==> src/rtl/seq_divider_param_if.sv <==
// Operand/result bundle between an ALU-side controller and the sequential divider.
// Handshake: the controller raises start for one cycle while the divider is idle
// (busy=0); operands and signed_mode are captured on that rising edge. The divider
// answers with a single-cycle done pulse; quotient, remainder and div_by_zero are
// valid from that cycle and held until the next done. start while busy is ignored.
interface seq_divider_param_if #(
   parameter int DW = 32,
   parameter int VW = 16
);
   logic          start;
   logic          signed_mode;
   logic [DW-1:0] dividend;
   logic [VW-1:0] divisor;
   logic [DW-1:0] quotient;
   logic [VW-1:0] remainder;
   logic          busy;
   logic          done;
   logic          div_by_zero;

   modport master (
      output start, signed_mode, dividend, divisor,
      input  quotient, remainder, busy, done, div_by_zero
   );

   modport slave (
      input  start, signed_mode, dividend, divisor,
      output quotient, remainder, busy, done, div_by_zero
   );
endinterface

==> src/rtl/seq_divider_param.sv <==
// Iterative restoring divider, one quotient bit per cycle, unsigned or signed.
// Signed operands are reduced to magnitudes, divided, then sign-corrected in FIX.
// Normal latency is DW+1 cycles from the accepting edge; a zero divisor takes 1.
module seq_divider_param #(
   parameter int DW = 32,
   parameter int VW = 16
) (
   input  logic                clk,
   input  logic                rst,
   seq_divider_param_if.slave  bus,
   output logic [1:0]          dbg_state
);
   localparam int CW = (DW > 1) ? $clog2(DW) : 1;

   localparam logic [1:0] IDLE = 2'd0;
   localparam logic [1:0] RUN  = 2'd1;
   localparam logic [1:0] FIX  = 2'd2;
   localparam logic [1:0] DONE = 2'd3;

   logic [1:0]    state;
   logic [CW-1:0] cnt;
   logic [DW-1:0] dvd_r;     // dividend magnitude, becomes quotient magnitude bit by bit
   logic [VW-1:0] dvs_r;     // divisor magnitude
   logic [VW-1:0] rem_r;     // partial remainder
   logic          neg_q;
   logic          neg_r;
   logic [DW-1:0] q_r;
   logic [VW-1:0] r_r;
   logic          busy_r;
   logic          done_r;
   logic          dbz_r;

   logic          a_neg;
   logic          b_neg;
   logic [DW-1:0] a_mag;
   logic [VW-1:0] b_mag;
   logic [VW:0]   shifted;
   logic [VW:0]   trial;
   logic          q_bit;

   // Operand magnitudes and the trial subtraction of the current restoring step
   always_comb begin
      a_neg   = bus.signed_mode & bus.dividend[DW-1];
      b_neg   = bus.signed_mode & bus.divisor[VW-1];
      a_mag   = a_neg ? (DW'(0) - bus.dividend) : bus.dividend;
      b_mag   = b_neg ? (VW'(0) - bus.divisor) : bus.divisor;
      shifted = {rem_r, dvd_r[DW-1]};
      trial   = shifted - {1'b0, dvs_r};
      // Partial remainder is always below the divisor, so bit VW of trial is a clean borrow
      q_bit   = ~trial[VW];
   end

   // Control FSM and datapath registers; results only change on done edges or reset
   always_ff @(posedge clk or posedge rst) begin
      if (rst) begin
         state  <= IDLE;
         cnt    <= '0;
         dvd_r  <= '0;
         dvs_r  <= '0;
         rem_r  <= '0;
         neg_q  <= 1'b0;
         neg_r  <= 1'b0;
         q_r    <= '0;
         r_r    <= '0;
         busy_r <= 1'b0;
         done_r <= 1'b0;
         dbz_r  <= 1'b0;
      end else begin
         done_r <= 1'b0;
         case (state)
            IDLE: begin
               if (bus.start) begin
                  neg_q  <= a_neg ^ b_neg;
                  neg_r  <= a_neg;
                  dvs_r  <= b_mag;
                  rem_r  <= '0;
                  busy_r <= 1'b1;
                  if (bus.divisor == '0) begin
                     // Raw dividend kept so its low bits can be returned as remainder
                     dvd_r <= bus.dividend;
                     state <= DONE;
                  end else begin
                     dvd_r <= a_mag;
                     cnt   <= CW'(DW - 1);
                     state <= RUN;
                  end
               end
            end
            RUN: begin
               rem_r <= q_bit ? trial[VW-1:0] : shifted[VW-1:0];
               dvd_r <= {dvd_r[DW-2:0], q_bit};
               if (cnt == '0) state <= FIX;
               else           cnt   <= cnt - 1'b1;
            end
            FIX: begin
               q_r    <= neg_q ? (DW'(0) - dvd_r) : dvd_r;
               r_r    <= neg_r ? (VW'(0) - rem_r) : rem_r;
               dbz_r  <= 1'b0;
               done_r <= 1'b1;
               busy_r <= 1'b0;
               state  <= IDLE;
            end
            DONE: begin
               q_r    <= '1;
               r_r    <= dvd_r[VW-1:0];
               dbz_r  <= 1'b1;
               done_r <= 1'b1;
               busy_r <= 1'b0;
               state  <= IDLE;
            end
            default: state <= IDLE;
         endcase
      end
   end

   assign bus.quotient    = q_r;
   assign bus.remainder   = r_r;
   assign bus.busy        = busy_r;
   assign bus.done        = done_r;
   assign bus.div_by_zero = dbz_r;
   assign dbg_state       = state;
endmodule
==> src/flat_wrapper.sv <==
// flat-port wrapper written by rule: the top's interface ports become plain ports
module seq_divider_param_flat 
#(
   parameter int DW = 32,
   parameter int VW = 16
)
  (clk, rst, dbg_state, bus_start, bus_signed_mode, bus_dividend, bus_divisor, bus_quotient, bus_remainder, bus_busy, bus_done, bus_div_by_zero);
  seq_divider_param_if #(.DW(DW), .VW(VW)) bus_i ();
  input  logic clk;
  input  logic rst;
  output logic [1:0] dbg_state;
  input wire logic [$bits(bus_i.start)-1:0] bus_start;
  input wire logic [$bits(bus_i.signed_mode)-1:0] bus_signed_mode;
  input wire logic [$bits(bus_i.dividend)-1:0] bus_dividend;
  input wire logic [$bits(bus_i.divisor)-1:0] bus_divisor;
  output wire logic [$bits(bus_i.quotient)-1:0] bus_quotient;
  output wire logic [$bits(bus_i.remainder)-1:0] bus_remainder;
  output wire logic [$bits(bus_i.busy)-1:0] bus_busy;
  output wire logic [$bits(bus_i.done)-1:0] bus_done;
  output wire logic [$bits(bus_i.div_by_zero)-1:0] bus_div_by_zero;
  assign bus_i.start = bus_start;
  assign bus_i.signed_mode = bus_signed_mode;
  assign bus_i.dividend = bus_dividend;
  assign bus_i.divisor = bus_divisor;
  assign bus_quotient = bus_i.quotient;
  assign bus_remainder = bus_i.remainder;
  assign bus_busy = bus_i.busy;
  assign bus_done = bus_i.done;
  assign bus_div_by_zero = bus_i.div_by_zero;
  seq_divider_param #(.DW(DW), .VW(VW)) u_core (.clk(clk), .rst(rst), .bus(bus_i), .dbg_state(dbg_state));
endmodule
==> config.mk <==
export PLATFORM = sky130hd
export DESIGN_NAME = seq_divider_param_flat
export DESIGN_NICKNAME = d
export VERILOG_FILES = /design/src/rtl/seq_divider_param_if.sv /design/src/rtl/seq_divider_param.sv /design/src/flat_wrapper.sv
export SDC_FILE = /design/constraint.sdc
export NUM_CORES = 1
export LEC_CHECK = 0
export ABC_AREA = 0
export BUFFER_PORTS_ARGS = -buffer_cell sky130_fd_sc_hd__buf_4
export CELL_PAD_IN_SITES_DETAIL_PLACEMENT = 1
export CELL_PAD_IN_SITES_GLOBAL_PLACEMENT = 2
export CORE_ASPECT_RATIO = 0.9
export CORE_MARGIN = 2
export CORE_UTILIZATION = 35
export CTS_CLUSTER_DIAMETER = 150
export DETAILED_ROUTE_END_ITERATION = 8
export PLACE_DENSITY = 0.8
export SLEW_MARGIN = 20
export SYNTH_ARGS = -nofsm -noshare
export SYNTH_HDL_FRONTEND = slang
export SYNTH_SLANG_ARGS = --single-unit
==> constraint.sdc <==
create_clock -name clk -period 4.3 [get_ports clk]
set_input_delay 0.645 -clock clk [delete_from_list [all_inputs] [get_ports clk]]
set_output_delay 0.645 -clock clk [all_outputs]
set_load 0.02 [all_outputs]
==> flow_summary.toml, run 1 <==
[timing]
setup_violations = 0
finalSetupTns_ns = 0
finalClockSkew_ns = 0.0112
finalHoldWorstSlack_ns = 0.424
worst_pin_slew_ns = 1.03
slew_viol_final = 0
slew_headroom = 0.316
period_needed_ns = 3.12
finalHoldViolCount = 0
finalCritPeriodShare = 0.724
timing.fmax_ghz = 0.321
rsz0062_at_grt = "false"

[final_layout]
multiInputGateArea_um2 = 4580
layout_commonest_cell = "dfrtp_1"
fin_nets = 1091
stdcell_count = 1324
utilization = 0.429
area_delta_synth_final_pct = 20.4
regArea_um2 = 3100
final_cell_mix = "123 x dfrtp_1, 113 x buf_4, 100 x o21ai_0"
antennaDiodeCount = 0
drive_above_1_share = 0.172
fillers = 2686

[placement]
place_inst = 1294
dp_hpwl_mm = 18.6
port_buffers = 104
gp_congestion = 0.805

[clock_tree]
clock_latency_ns = 0.43
cts_root_buf = "clkbuf_16"
cts.repair.resized = 0
numClockSinks = 124
post_cts_buffers = 0
numCtsBuffers = 17
clk_transition_reported_paths_ns = 0.06
cts_max_path_buffers = 2
cts_max_level = 4
tritoncts = "yes"
cts_hold_buf = 0

[die]
initial_core_util = 0.356
io_pins = 105
die_h_um = 148
fp.dieW_um = 164
rows = 52
die_area_um2 = 24200
coreArea_um2 = 22500

[yosys]
ys.flop_type = "dfrtp_1"
synthCells = 940
synth_top_area_cell = "dfrtp_1"
ys_seq_area_frac = 0.387
synth-edff-count = 0
synth_area_leaders = "dfrtp_1 39%, xor2_1 7.0%, o21ai_0 6.3%"
yosys.area.top_type_share = 0.387
ys_warn_count = 0
syn_area_per_cell_um2 = 8.54
syn_area_um2 = 8020
synth-async-reset-ratio = 1.00
synth_nets = 1015
synth-seq-cells = 124
ys_types = 59

[setup_path]
critPathTopFamily = "compound AO/OA/AOI/OAI gates"
crit_required_ns = 4.59
rr_worst_depth = 10
cp_num_buf_inv = 2
worst-path-stages = 10
critPathArrivalTime_ns = 3.40
start_kind = "flip-flop"
slowest_delay_ns = 0.49
crit_slowest_cell = "o21a_1"
endpoint_kind = "flip-flop"
cp_cell_sequence = "inv_1, ha_1, fa_1, nor2b_1, o31ai_1, a21oi_1, o21a_1, buf_4, or2_2, o211ai_1"
path_max_fanout = 11
crit_type = "reg2reg"

[drt]
routedWlPerCell_um = 19.4
firstDrtPassIters = 5
drtAntennaViolNets = 0
routed_wl_mm = 25.7
routed-via-count = 7295
avgViaCountPerCell = 5.51
drc_errors = 0
drtIter0Drc = 450

[grt]
antenna_found_initial = 0
met2_usage = 0.325
overflow = 0
grt_pass1_vias = 7307
grt_pass1_wl_mm = 41.3
grtUsageMet1 = 0.331
grt_util_met3 = 0.0373
grt_use_total = 0.218
grt-busiest-layer = "met1"
grt_start_max_net_pins = 70

[flow_run]
maxCapViolCount = 0

[hold_path]
hold_path.class = "in2async"

[power_and_ir_drop]
leakagePower_uw = 0.00403
p_total_uw = 8140
cellPowerDensity_nw_per_um2 = 842
ir_drop_mv = 0.334

[status]
status = "completed"
[per-stage QoR]
| stage | area (um2) | setup slack (ns) |
|---|---|---|
| finish | 9660 | 1.18 |
| floorplan | 8020 | 0.356 |
| global placement | 9060 | 1.02 |
| detailed placement | 9060 | 0.978 |
| global route | 9660 | 1.01 |
| CTS | 9660 | 1.20 |
[cell usage after synthesis (3+ instances only)]
library cell,count
a211oi_1,3
a21oi_1,88
a22oi_1,6
a31oi_1,6
and2_1,7
and3_1,25
buf_1,3
clkbuf_1,52
dfrtp_1,124
ha_1,22
inv_1,36
mux2_2,11
mux2i_1,3
nand2_1,73
nand2b_1,10
nand3_1,25
nand4_1,7
nor2_1,76
nor2b_1,7
nor3_1,12
nor4_1,7
o2111ai_1,3
o211ai_1,20
o21a_1,7
o21ai_0,101
o221ai_1,5
o311ai_0,3
o31a_1,3
o31ai_1,25
o41ai_1,12
or2_2,9
or3_1,11
or4_1,14
xnor2_1,31
xor2_1,64
[cells by family (layout without fill, tap and decap cells)]
| kind of cell | after synthesis | in the layout | share of synthesized area |
|---|---|---|---|
| AND/OR/NAND/NOR | 293 | 293 | 0.182 |
| buffers and inverters | 93 | 180 | 0.0446 |
| adder cells (fa/ha/maj) | 23 | 23 | 0.0368 |
| multiplexers | 14 | 14 | 0.0192 |
| XOR/XNOR | 95 | 95 | 0.104 |
| flip-flops | 124 | 124 | 0.387 |
| AO/OA/AOI/OAI | 298 | 298 | 0.227 |
[state kept, by name, summed over array words and instances (netlist names)]
name,count
u_core.cnt,5
u_core.bus.done,1
u_core.bus.div_by_zero,1
u_core.bus.remainder,16
u_core.dvs_r,16
u_core.bus.busy,1
u_core.rem_r,16
u_core.neg_r,1
u_core.dvd_r,32
u_core.bus.quotient,32
u_core.neg_q,1
u_core.dbg_state,2
[metal layers]
metal  up-vias  wire (um)
li1       3537          -
met1      3599      13100
met2       145      11400
met3        14        951
met4         0        200
met5         -          0
[final cells by class]
type,instances,share of cell area
clock buffer,19,0.0469
clock inverter,11,0.0149
inverter,36,0.0143
multi-input combinational,723,0.474
sequential,124,0.321
tap,297,0.0385
timing repair buffer,114,0.0899
[power by group]
group | switching, uW | leakage (uW) | internal, uW
clock network | 556 | 0.000283 | 933
registers | 653 | 0.00147 | 1690
logic | 2600 | 0.00228 | 1700
[path summary, 6_finish.rpt]
path / slack (ns) / end / from
worst max register to register: 1.18 / u_core.rem_r[5]$_DFFE_PP0P_ / u_core.dvd_r[31]$_DFFE_PP0P_
worst min-delay path: 0.42 / u_core.bus.quotient[9]$_DFFE_PP0N_ / rst
min in group clk: 0.48 / u_core.dvs_r[5]$_DFFE_PP0P_ / u_core.dvs_r[5]$_DFFE_PP0P_
worst max-delay path: 1.18 / u_core.rem_r[5]$_DFFE_PP0P_ / u_core.dvd_r[31]$_DFFE_PP0P_
worst min register to register: 0.48 / u_core.dvs_r[5]$_DFFE_PP0P_ / u_core.dvs_r[5]$_DFFE_PP0P_
max in group asynchronous: 3.02 / u_core.dbg_state[1]$_DFFE_PP0P_ / rst
Power figures use the tool's default switching activity.
==> inputs of run 2 (changes only) <==
ABC_AREA = 1   (was 0)
CORE_UTILIZATION = 33   (was 35)
PLACE_DENSITY = 0.81   (was 0.8)
clock period = 3.2 ns   (was 4.3 ns; I/O delays follow)
==> run 2 against run 1 <==
Fmax increased by 30%. Die area increased by 21%. Synthesized cell count increased by 49%. Largest power group unchanged. Clock skew increased by 0.0033 ns. First-iteration DRC count increased by 13%. Sequential power increased by 36%. Clock power increased by 44%.
==> flow_summary.toml, run 2 <==
[status]
status = "completed"

[grt]
overflow = 0
grt_pass1_vias = 9551
grt_start_max_net_pins = 69
grt_use_total = 0.233
antenna_found_initial = 0
grt_pass1_wl_mm = 54.1

[drt]
routed_wl_mm = 33.5
avgViaCountPerCell = 5.06
firstDrtPassIters = 5
drtIter0Drc = 510
routed-via-count = 9463
drtAntennaViolNets = 0
drc_errors = 0
routedWlPerCell_um = 17.9

[final_layout]
layout_commonest_cell = "nand2_1"
final_cell_mix = "410 x nand2_1, 198 x inv_1, 173 x nand3_1"
antennaDiodeCount = 0
drive_above_1_share = 0.155
area_delta_synth_final_pct = 19.4
stdcell_count = 1869
fin_nets = 1571
final_area_um2 = 11000

[timing]
period_needed_ns = 2.40
worst_pin_slew_ns = 1.06
slew_headroom = 0.295
slew_viol_final = 0
finalClockSkew_ns = 0.0145
finalSetupTns_ns = 0
timing.fmax_ghz = 0.416
finalCritPeriodShare = 0.751
setup_violations = 0
finalHoldViolCount = 0
finalHoldWorstSlack_ns = 0.360
rsz0062_at_grt = "false"

[setup_path]
endpoint_kind = "flip-flop"
path_max_fanout = 8
crit_path_frequent_cell = "nand2_4"
crit_required_ns = 3.51
crit_type = "reg2reg"
start_kind = "flip-flop"
critPathTopFamily = "simple AND/OR/NAND/NOR gates"
critPathArrivalTime_ns = 2.71
cp_num_buf_inv = 2
slowest_delay_ns = 0.43
crit_slowest_cell = "fa_1"
cp_cell_sequence = "inv_1, ha_1, fa_1, inv_1, nand2_1, nand2_1, nand3_1, nand2_2, nand2_4, nand2_4, nand2_2, nand2_4, nor2_4, or2_1"

[yosys]
yosys.area.top_type_share = 0.336
synth_area_leaders = "dfrtp_1 34%, nand2_1 17%, nand3_1 9.4%"
syn_area_um2 = 9230
synth-async-reset-ratio = 1.00
ys.flop_type = "dfrtp_1"
synthMuxAreaShare = 0
synth_nets = 1479
ys_warn_count = 0
synth_xor_area_frac = 0.0161
ys_top_cells_by_count = "410 x nand2_1, 199 x inv_1, 173 x nand3_1"
synth-seq-cells = 124
synth-simple-area-share = 0.395
syn_area_per_cell_um2 = 6.58
ys_types = 53
synth_top_area_cell = "dfrtp_1"
synth_adder_area_share = 0.0320
synth-edff-count = 0
synthCells = 1404
synth_most_common_cell = "nand2_1"
ys_seq_area_frac = 0.336
synth_compound_area_frac = 0.106
synth_top_family_by_area = "simple AND/OR/NAND/NOR gates"

[power_and_ir_drop]
power_frac_seq = 0.260
leakagePower_uw = 0.00557
ir_drop_mv = 0.496
intPower_uw = 6030
switching_share = 0.508
cellPowerDensity_nw_per_um2 = 1110
power_switching_uw = 6230
pwr-share-clk = 0.175
power_frac_comb = 0.564

[die]
coreArea_um2 = 27700
rows = 58
initial_core_util = 0.333
die_h_um = 163
die_area_um2 = 29300
fp.dieW_um = 180
io_pins = 105

[placement]
port_buffers = 104
gp_congestion = 0.840
placed_cell_area_um2 = 10400
dp_hpwl_mm = 26.1
place_inst = 1836

[clock_tree]
cts_max_level = 4
clock_latency_ns = 0.43
numCtsBuffers = 17
cts_hold_buf = 1
cts.repair.resized = 0
clk_transition_reported_paths_ns = 0.06
cts_max_path_buffers = 2
numClockSinks = 124
post_cts_buffers = 0
tritoncts = "yes"
cts_root_buf = "clkbuf_16"

[flow_run]
maxCapViolCount = 0

[hold_path]
hold_path.class = "in2reg"
==> run 2: cell types whose count changed after synthesis, sizes merged, moves of 19 or more <==
cell    previous run  this run
a21oi             88        28
and3              26         2
buf                5        24
clkbuf            52        24
inv               36       215
nand2             73       423
nand3             25       187
nand4              7        26
nor2              76       137
o31ai             25         3
xnor2             31         6
xor2              64        11
==> run 2: through the flow <==
stage | total power (uW) | util | setup WS [ns]
after floorplan | 7810 | - | 1.17
final | 12300 | 0.398 | 0.797
after global routing | 13300 | 0.398 | 0.617
after CTS | 12300 | 0.398 | 0.811
after global placement | 9890 | 0.374 | 0.716
after detailed placement | 10100 | 0.374 | 0.743
==> run 2: cell type report <==
type | count | area, um2
Fill cell | 3634 | 16700
Multi-Input combinational cell | 1016 | 5080
Sequential cell | 124 | 3100
Timing Repair Buffer | 121 | 936
Inverter | 216 | 815
Clock buffer | 19 | 453
Tap cell | 360 | 450
Clock inverter | 13 | 189
==> run 2: cell families (layout without fill, tap and decap cells) <==
family	Yosys count	in the layout
AND/OR/NAND/NOR	807	807
buffers and inverters	264	369
AO/OA/AOI/OAI	169	169
flip-flops	124	124
adder cells (fa/ha/maj)	23	23
XOR/XNOR	17	17
==> run 2: worst register-to-register path, stage by stage (launching register included) <==
cell and delay (ns):
dfrtp_1 0.39, inv_1 0.08, ha_1 0.22, fa_1 0.43
inv_1 0.08, nand2_1 0.08, nand2_1 0.11, nand3_1 0.09
nand2_2 0.13, nand2_4 0.08, nand2_4 0.09, nand2_2 0.06
nand2_4 0.13, nor2_4 0.06, or2_1 0.25
==> run 2: per-layer routing <==
layer	vias to the layer above	track usage	wire length [um]
met4	0	0.0422	304
met3	23	0.0273	1110
met5	-	0	0
li1	4687	-	-
met1	4576	0.366	18300
met2	177	0.341	13800
==> run 2: worst paths after layout <==
kind,startpoint,to,slack [ns],depth (start not counted)
setup reg to reg,u_core.dvd_r[31]$_DFFE_PP0P_,u_core.dvd_r[0]$_DFFE_PP0P_,0.80,14
hold / removal,bus_dividend[31],u_core.dvd_r[31]$_DFFE_PP0P_,0.36,3
max in group asynchronous,rst,u_core.dvd_r[3]$_DFFE_PP0P_,1.99,4
hold reg to reg,u_core.dvs_r[11]$_DFFE_PP0P_,u_core.dvs_r[11]$_DFFE_PP0P_,0.48,2
setup / recovery,u_core.dvd_r[31]$_DFFE_PP0P_,u_core.dvd_r[0]$_DFFE_PP0P_,0.80,14
min in group asynchronous,rst,u_core.bus.remainder[8]$_DFFE_PP0N_,0.54,3
==> run 2: power groups by stage <==
stage	logic (uW)	registers (uW)	clock network, uW
after floorplan	4690	3120	0
after global placement	6730	3160	0
after detailed placement	6890	3190	0
after CTS	6940	3170	2180
after global routing	7810	3280	2230
final	6920	3190	2150
==> inputs of run 3 (changes only) <==
ABC_AREA = 0   (was 1)
CORE_UTILIZATION = 32   (was 33)
PLACE_DENSITY = 0.77   (was 0.81)
clock period = 2.1 ns   (was 3.2 ns; I/O delays follow)
==> run 3 against run 2 <==
The flow now finishes with violations (negative setup slack). Clock-buffer cell count is 1 lower. Die area decreased by 10%. Sequential power grew 37%. Sequential share of layout area is 2.8 points lower. Setup slack lost 1.2 ns. Power rose by 75%. Register-to-register slack worse by 1.2 ns. Non-clock buffer count rose by 193. Critical path depth is 8 lower.
==> flow_summary.toml, run 3 (same netlist as run 1, synthesis figures left out) <==
[status]
status = "finished with violations"
violations = "negative setup slack"

[setup_path]
r2r_slack_ns = -0.39
start_kind = "flip-flop"
rr_worst_depth = 6
crit_path_start = "u_core.dvd_r[13]$_DFFE_PP0P_"
r2r-end = "u_core.bus.quotient[30]$_DFFE_PP0N_"
crit_type = "reg2reg"
crit_required_ns = 2.41
critPathArrivalTime_ns = 2.80
endpoint_kind = "flip-flop"
timing.rr.start = "u_core.dvd_r[13]$_DFFE_PP0P_"
path_max_fanout = 4

[timing]
period_needed_ns = 2.49
setup_violations = 39
finalWorstSetupSlack_ns = -0.390
worst_pin_slew_ns = 0.904
finalHoldViolCount = 0
finalClockSkew_ns = 0.0107
rsz0062_at_grt = "true"
finalCritPeriodShare = 1.19
timing.fmax_ghz = 0.402
slew_headroom = 0.397
slew_viol_final = 0

[drt]
firstDrtPassIters = 5
drtIter0Drc = 424
routed-via-count = 8319
routedWlPerCell_um = 19.7
avgViaCountPerCell = 5.31
routed_wl_mm = 30.8
drtAntennaViolNets = 0
drc_errors = 0

[placement]
placed_cell_area_um2 = 10600
dp_hpwl_mm = 21.5
gp_congestion = 0.820
port_buffers = 104

[die]
die_h_um = 154
coreArea_um2 = 24500
die_area_um2 = 26400
rows = 54
fp.dieW_um = 171
io_pins = 105
initial_core_util = 0.328

[flow_run]
maxCapViolCount = 0

[clock_tree]
cts_max_level = 4
numClockSinks = 124
cts_root_buf = "clkbuf_16"
cts_max_path_buffers = 2
numCtsBuffers = 17
clk_transition_reported_paths_ns = 0.06
clock_latency_ns = 0.43
tritoncts = "yes"

[final_layout]
antennaDiodeCount = 0
regArea_um2 = 3110
final_area_um2 = 12200
fillers = 2865
final_cell_mix = "277 x buf_4, 122 x dfrtp_1, 79 x a21oi_1"
multiInputGateArea_um2 = 5420
layout_commonest_cell = "buf_4"
fin_nets = 1292
drive_above_1_share = 0.388
area_delta_synth_final_pct = 52.6

[power_and_ir_drop]
power_frac_comb = 0.662
cellPowerDensity_nw_per_um2 = 1760
switching_share = 0.460
ir_drop_mv = 1.03
power_switching_uw = 9900
leakagePower_uw = 0.00523
intPower_uw = 11600
power_frac_seq = 0.203
p_total_uw = 21500
pwr-share-clk = 0.135

[hold_path]
hold_path.class = "in2reg"
hold_path_end = "u_core.dvs_r[15]$_DFFE_PP0P_"
holdPathStages = 3
hp-start = "bus_divisor[15]"

[grt]
grt_pass1_wl_mm = 48.9
grt_start_max_net_pins = 75
grt_use_total = 0.238
antenna_found_initial = 0
overflow = 0
grt_pass1_vias = 8678
==> run 3: stage by stage <==
stage	std cells	hold WS (ns)	utilization	worst slack, ns	setup TNS (ns)
5_1_grt	1566	0.186	0.501	-0.426	-9.06
3_3_place_gp	1502	0.291	0.433	-0.559	-14.65
2_1_floorplan	940	0.450	-	-0.432	-4.50
3_5_place_dp	1502	0.303	0.433	-0.601	-16.85
4_1_cts	1559	0.181	0.488	-0.368	-6.25
6_report	1566	0.186	0.501	-0.390	-6.59
==> run 3: how the worst max path moves through the flow <==
stage | endpoint | slack [ns] | depth (start not counted)
3_5_place_dp | u_core.dvd_r[25]$_DFFE_PP0P_ | -0.60 | 7
2_1_floorplan | u_core.bus.quotient[28]$_DFFE_PP0N_ | -0.43 | 7
5_1_grt | u_core.bus.quotient[30]$_DFFE_PP0N_ | -0.43 | 6
4_1_cts | u_core.bus.quotient[26]$_DFFE_PP0N_ | -0.37 | 6
3_3_place_gp | u_core.dvd_r[25]$_DFFE_PP0P_ | -0.56 | 7
6_report | u_core.bus.quotient[30]$_DFFE_PP0N_ | -0.39 | 6
==> run 3: final cells by class <==
class                      instances  area share
clock buffer                      18      0.0350
multi-input combinational        724       0.442
timing repair buffer             314       0.212
clock inverter                    14      0.0114
sequential                       124       0.254
tap                              336      0.0343
inverter                          36      0.0115
==> run 3: power groups by stage <==
stage	clock network, uW	registers [uW]	logic, uW
detailed placement	0	4310	11400
global placement	0	4260	11100
floorplan	0	4780	6140
global route	3060	4490	15400
CTS	2930	4310	13400
finish	2910	4360	14200
==> run 3: repair_timing <==
action / CTS / global route
setup endpoints to repair: 42 / 57
gates resized for setup: 113 / 62
hold endpoints to repair: 8 / 0
gates cloned: 3 / 0
pin swaps: 69 / 44
hold buffers: 1 / 0
buffers inserted: 22 / 14
==> run 3: metal layers <==
layer	wire, um	share of wire	track usage	vias up
li1	-	-	-	3956
met1	14300	0.47	0.334	4136
met2	14800	0.48	0.386	181
met3	1080	0.035	0.0310	46
met4	596	0.019	0.0658	0
met5	0	0	0	-
==> run 3: worst max-delay path, cell delays in order (launching register included) <==
cell and delay [ns]:
dfrtp_1 0.37, or4_4 0.56, or3_4 0.38, or4_4 0.55, o41ai_4 0.23, xor2_1 0.19
a21oi_1 0.08
